$ cat src/rtl/addmop_acc_seq.sv
// addmop_acc_seq: streaming carry-save accumulator that resolves one sum per operand frame.
// Define ADDMOP_ACC_SIGNED_EN to accept two's-complement operands (sign extension); default is unsigned.
module addmop_acc_seq #(
    parameter int width    = 8,
    parameter int accWidth = 16,
    parameter int cntWidth = 8,
    parameter int speed    = 1
) (
    input  logic                CLK,
    input  logic                RST,
    input  logic                CLR,
    input  logic [width-1:0]    A,
    input  logic                A_valid,
    input  logic                A_last,
    output logic                A_ready,
    output logic [accWidth-1:0] Z,
    output logic [cntWidth-1:0] Z_cnt,
    output logic                Z_ovf,
    output logic                Z_valid,
    input  logic                Z_ready
);
    typedef enum logic [1:0] {ACC, FIN, OUT} state_e;
    localparam int unsigned OVF_LIM = 1 << (accWidth - width);

    state_e                state_q, state_d;
    logic [accWidth-1:0]   sr_q, sr_d, cr_q, cr_d, z_q, z_d, ext;
    logic [cntWidth-1:0]   cnt_q, cnt_d, zc_q, zc_d;
    logic                  ovf_q, ovf_d, accept;
    logic [accWidth-1:0]   s_new;
    logic [accWidth-2:0]   c_new;

`ifdef ADDMOP_ACC_SIGNED_EN
    assign ext = {{(accWidth-width){A[width-1]}}, A};
`else
    assign ext = {{(accWidth-width){1'b0}}, A};
`endif

    // Carry is only formed for the low accWidth-1 bits: the top carry would shift out anyway.
    assign s_new = sr_q ^ cr_q ^ ext;
    generate
        if (speed != 0) begin : g_fast
            assign c_new = (sr_q[accWidth-2:0] & cr_q[accWidth-2:0]) | (sr_q[accWidth-2:0] & ext[accWidth-2:0])
                         | (cr_q[accWidth-2:0] & ext[accWidth-2:0]);
        end else begin : g_slow
            assign c_new = (sr_q[accWidth-2:0] & cr_q[accWidth-2:0])
                         | (ext[accWidth-2:0] & (sr_q[accWidth-2:0] ^ cr_q[accWidth-2:0]));
        end
    endgenerate

    assign accept = A_valid && state_q == ACC && !CLR;

    always_ff @(posedge CLK or posedge RST) begin
        if (RST) begin
            state_q <= ACC;
            sr_q    <= '0;
            cr_q    <= '0;
            cnt_q   <= '0;
            z_q     <= '0;
            zc_q    <= '0;
            ovf_q   <= 1'b0;
        end else begin
            state_q <= state_d;
            sr_q    <= sr_d;
            cr_q    <= cr_d;
            cnt_q   <= cnt_d;
            z_q     <= z_d;
            zc_q    <= zc_d;
            ovf_q   <= ovf_d;
        end
    end

    always_comb begin
        state_d = state_q;
        if (CLR)
            state_d = ACC;
        else if (state_q == ACC)
            state_d = (A_valid && A_last) ? FIN : ACC;
        else if (state_q == FIN)
            state_d = OUT;
        else if (state_q == OUT)
            state_d = Z_ready ? ACC : OUT;
    end

    always_comb begin
        sr_d  = accept ? s_new : sr_q;
        cr_d  = accept ? {c_new, 1'b0} : cr_q;
        cnt_d = accept ? ((&cnt_q) ? cnt_q : cnt_q + 1'b1) : cnt_q;
        z_d   = z_q;
        zc_d  = zc_q;
        ovf_d = ovf_q;
        if (CLR || state_q == FIN) begin
            sr_d  = '0;
            cr_d  = '0;
            cnt_d = '0;
        end
        if (!CLR && state_q == FIN) begin
            z_d   = sr_q + cr_q;
            zc_d  = cnt_q;
            ovf_d = 32'(cnt_q) > OVF_LIM;
        end
    end

    always_comb begin
        A_ready = state_q == ACC;
        Z_valid = state_q == OUT;
        Z       = z_q;
        Z_cnt   = zc_q;
        Z_ovf   = ovf_q;
    end
endmodule

$ cat config.mk
export PLATFORM = sky130hd
export DESIGN_NAME = addmop_acc_seq
export DESIGN_NICKNAME = d
export VERILOG_FILES = /design/src/rtl/addmop_acc_seq.sv
export SDC_FILE = /design/constraint.sdc
export NUM_CORES = 1
export LEC_CHECK = 0
export CAP_MARGIN = 25
export CORE_MARGIN = 1
export CORE_UTILIZATION = 50
export DETAILED_ROUTE_END_ITERATION = 10
export GPL_TIMING_DRIVEN = 0
export HOLD_SLACK_MARGIN = 0.03
export PLACE_DENSITY = 0.82
export SLEW_MARGIN = 20
export SYNTH_ARGS = -nofsm -noshare
export SYNTH_HDL_FRONTEND = slang
export SYNTH_SLANG_ARGS = --single-unit
$ cat constraint.sdc
create_clock -name CLK -period 2.38 [get_ports CLK]
set_clock_uncertainty 0.2 [all_clocks]
set_input_delay 0.714 -clock CLK [delete_from_list [all_inputs] [get_ports CLK]]
set_output_delay 0.714 -clock CLK [all_outputs]
set_load 0.01 [all_outputs]
# Yosys cells after proc, flatten, opt, wreduce, memory -nomap -nowiden
# Cells that the tools add are included.
word_totals:
  reg_bits: 66
  inputBits: 14
  out_inout_bits: 27
  wordCells: 42
op_classes:
  addsub: 2
  eq_ne: 3
  mux: 13
  n_bitwise: 7
  n_reduce_logical: 11
ops:
  columns: ["operator", "n"]
  rows:
  - ["$mux 16", 4]
  - ["$and 15x8->15", 2]
  - ["$or 15x15->15", 2]
  - ["$mux 8", 3]
  - ["$add 16x16->16", 1]
  - ["$xor 16x16->16", 1]
  - ["$xor 16x8->16", 1]
  - ["$and 15x15->15", 1]
  - ["$mux 2", 5]
  - ["$add 8x1->8 const B", 1]
  - ["$reduce_and 8->1", 1]
  - ["$logic_and 1x1->1", 4]
  - ["$reduce_bool 4->1", 1]
  - ["$eq 2x1->1 const B", 1]
  - ["$eq 2x2->1 const B", 1]
  - ["$logic_not 2->1", 1]
  - ["$ne 2x1->1 const B", 1]
  - ["$reduce_and 2->1", 1]
  - ["$reduce_bool 2->1", 1]
  - ["$logic_not 1->1", 1]
  - ["$logic_or 1x1->1", 1]
  - ["$mux 1", 1]

# Depth between registers and ports, before layout
depth:
  depth_word: 5
  ltp_mapped: 7
  ltp_nobuf: 7

# Worst setup path before layout
# Ideal clock, no wire load.
synth_timing:
  path_type: "flip-flop to flip-flop"
  startpoint: "register sr_q[1]"
  endpoint: "register z_q[9] (netlist: Z[9])"
  setup_time_ps: 134
  arrival_ps: 2006
  required_ps: 2046
  slack_ps: 40
  path_stages_with_launch: 8
  path_cell_list: "dfrtp_1 > ha_1 > fa_1 > a21o_1 > a221o_2 > a21boi_0 > xor2_1 > o21ai_0"
synth_via:
  elab_chain_cells: 1
synth_rtl:
  columns: ["item", "line", "rtl"]
  rows:
  - ["start: declaration", "26", "logic [accWidth-1:0] sr_q, sr_d, cr_q, cr_d, z_q, z_d, ext;"]
  - ["start signal: assignment", "63", "sr_q <= sr_d;"]
  - ["$add 16x16->16", "97", "z_d = sr_q + cr_q;"]
  - ["end signal: assignment", "66", "z_q <= z_d;"]
  - ["end: declaration", "26", null]
# Every way passes these cells.
# A chain may end at the register's enable or synchronous reset.

# Worst setup path after layout
layout_timing:
  startpoint: "register sr_q[1]"
  endpoint: "register z_q[11] (netlist: Z[11])"
# Same word-level chain as after synthesis.

==> metrics <==
RSZ-0062 raised after global routing=true; final total power=2.731 mW; filler instances=480; nets@finish=412; Hold WC Path Type=flop to flop; CTS tree=built; GR Util All Layers=0.2351; fin crit share=0.9868; Core Rows=29; Clk pin slew, worst setup/hold paths=0.07 ns; Clock Latency Late Sink=0.36 ns; vias per inst=5.916; routability congestion estimate=0.8451; pwr/cell area=648.5 nW/um2; number of flops mapped to enable cells by yosys=0; Mapped Cells=316; crit-path max FO=5; clk sinks=65; Hold Startpoint=Z_cnt[4]; Setup Crit Path Kind=flop to flop; Initial DRC Count=159; Hold Vio Cnt, Final=0; # setup viols final=0; FF+latch count, synth=65; Leak=2.040 nW; Synth Net Count=357; post-synthesis sequential area ratio=0.4829; failing checks=design-rule violations; vias in the first global route=2636; FF+latch area=1628 um2; CP max-delay cell=a221o_2; status=complete, but fails checks; TritonCTS buffer count=9; CTS Hold Bufs=0; share of cells above drive strength 1=0.1543; area grow syn2layout=25.04%; CTS H-tree depth=3; Worst EP required=2.42 ns; met2 routed WL=3733 um; max-slew violation count=0; synthesized area=3368 um2; initial antenna violation count=0; Total Wirelength=7615 um; DR pass1 iterations=7; Final HPWL DP=5232 um; Fmax=0.4258 GHz; IR Drop Worst-Case VDD=0.3435 mV; antenna fix cells=0; first-pass GRT wire length=12790 um; Ports=41; launch point of the worst reg-to-reg path=sr_q[1]; WL met3=262 um; Synth Area per Inst=10.66 um2; Async SR Flop Fraction=1.000; total congestion overflow=0; Synth Flop Type=dfrtp_1; CTS Root Cell=clkbuf_8; Die Wd=84.08 um; total negative slack=0 ns; Top Layer Used=met4; most common cell after layout, fill and taps aside=dfrtp_1; core region area=6422 um2; Initial Utilization=0.5244; relative slew slack=0.5284; detailed-route via count=2680; largest net degree at the start of global routing=36; I/O Buffers=39; Chip Height=84.08 um; Met1 Routed Length=3419 um; delay of the slowest cell on the worst path=0.44 ns; Yosys Warn Count=0; arrival time at the worst endpoint=2.39 ns; Worst setup EP type=flop; Worst Setup SP=sr_q[1]; Die Area=7069 um2; crit start category=flop; crit path time final=2.349 ns; Multi-input gate area=1712 um2; Cell Chain, Critical Path=ha_2, fa_2, a21o_1, a221o_2, a21oi_2, xor2_1, o21ai_1; Post-route DRC=4; max-cap violations=0; CTS max path bufs=2; Slew @ Worst Pin=0.7059 ns; Routed Antenna Nets=0; routed wire length per instance=16.81 um; commonest non-fill, non-tap cells in the layout=64 x dfrtp_1, 50 x nand2_1, 37 x clkdlybuf4s50_1; Yosys cell types=51; reg-to-reg slack, setup=0.03 ns
[where the power goes]
part,switching (mW),internal (mW)
clock,0.450,0.617
combinational,0.207,0.207
sequential,0.0662,1.18
total,0.724,2.01
[routing by layer]
layer,vias up,GRT usage
li1,1259,-
met1,1337,0.3052
met2,62,0.3778
met3,22,0.05045
met4,0,0.1082
met5,-,0
[stage by stage]
stage               setup slack (ns)  instance area (um2)  hold WS [ns]  std cells    util
floorplan                    0.04011                 3372        0.2647        316       -
global placement             -0.4223                 3859        0.2586        432  0.6008
detailed placement           -0.4975                 3879        0.2629        433  0.6039
CTS                         0.008866                 4149        0.2798        450  0.6460
global route                -0.03828                 4212        0.2961        453  0.6558
finish                       0.03142                 4212        0.2758        453  0.6558
[state kept, by name (all words and copies together) (netlist names)]
name     flops
Z           16
Z_cnt        8
cnt_q        8
cr_q        15
sr_q        16
state_q      2
[logic make-up (layout without fill, tap and decap cells)]
logic type / count (synthesis) / count (layout) / synth area share
AND/OR/NAND/NOR: 99 / 99 / 0.1345
AO/OA/AOI/OAI: 87 / 87 / 0.1965
flip-flops: 65 / 65 / 0.4829
adder cells (fa/ha/maj): 27 / 27 / 0.1181
buffers and inverters: 23 / 83 / 0.02972
XOR/XNOR: 13 / 13 / 0.03380
other: 1 / 1 / 0.001113
multiplexers: 1 / 1 / 0.003343
[path summary, 6_finish.rpt]
path                       cells after the start       end
hold reg to reg                                2  Z_cnt[4]
max in group asynchronous                      3   sr_q[5]
setup / recovery                               7     Z[11]
setup reg to reg                               7     Z[11]
hold / removal                                 2  Z_cnt[4]
min in group asynchronous                      2  Z_cnt[6]
[final cells by class]
cell class              count  area share
multi-input cells         228      0.4064
flip-flops and latches     65      0.3865
repair buffers             45      0.1058
clock buffers              11     0.03357
well taps                  77     0.02288
plain buffers              18     0.02169
clock inverters             5     0.01872
inverters                   4    0.004456
[worst max-delay path: cells and delay by family, from the launching register on]
| family | cells | cell delay [ns] |
|---|---|---|
| AOI/OAI and AO/OA | 4 | 0.89 |
| adders and majority gates | 2 | 0.56 |
| xor gates and xnor gates | 1 | 0.18 |
| DFF | 1 | 0.40 |
[cell usage after synthesis, types with 2 or more instances]
| cell type | n | area, um2 |
|---|---|---|
| o21ai_0 | 11 | 55.05 |
| nor3_1 | 5 | 25.02 |
| fa_1 | 8 | 160.2 |
| buf_2 | 2 | 10.01 |
| a31oi_1 | 3 | 18.77 |
| nand2_1 | 50 | 187.7 |
| nor2b_1 | 2 | 12.51 |
| a22o_1 | 30 | 262.8 |
| nand4_1 | 5 | 31.28 |
| or2_2 | 3 | 18.77 |
| and2_1 | 2 | 12.51 |
| and3_1 | 2 | 12.51 |
| dfrtp_1 | 65 | 1627 |
| a21oi_1 | 12 | 60.06 |
| ha_1 | 19 | 237.7 |
| o2111a_1 | 2 | 22.52 |
| nand3_1 | 8 | 40.04 |
| nor2_1 | 14 | 52.55 |
| o31a_1 | 2 | 17.52 |
| and4_1 | 2 | 17.52 |
| nor4_1 | 2 | 12.51 |
| o31ai_1 | 3 | 22.52 |
| clkbuf_1 | 15 | 56.30 |
| xor2_1 | 10 | 87.58 |
| xnor2_1 | 3 | 26.28 |
| inv_1 | 4 | 15.01 |
| a311oi_1 | 2 | 17.52 |
| a21o_1 | 7 | 52.55 |
[what timing repair did]
action | CTS | global route
gates cloned | 0 | 0
pin swaps | 1 | 6
setup buffers | 2 | 3
setup endpoints to repair | 41 | 39
gates resized for setup | 15 | 19
No activity file was read; power rests on OpenSTA's default activity.
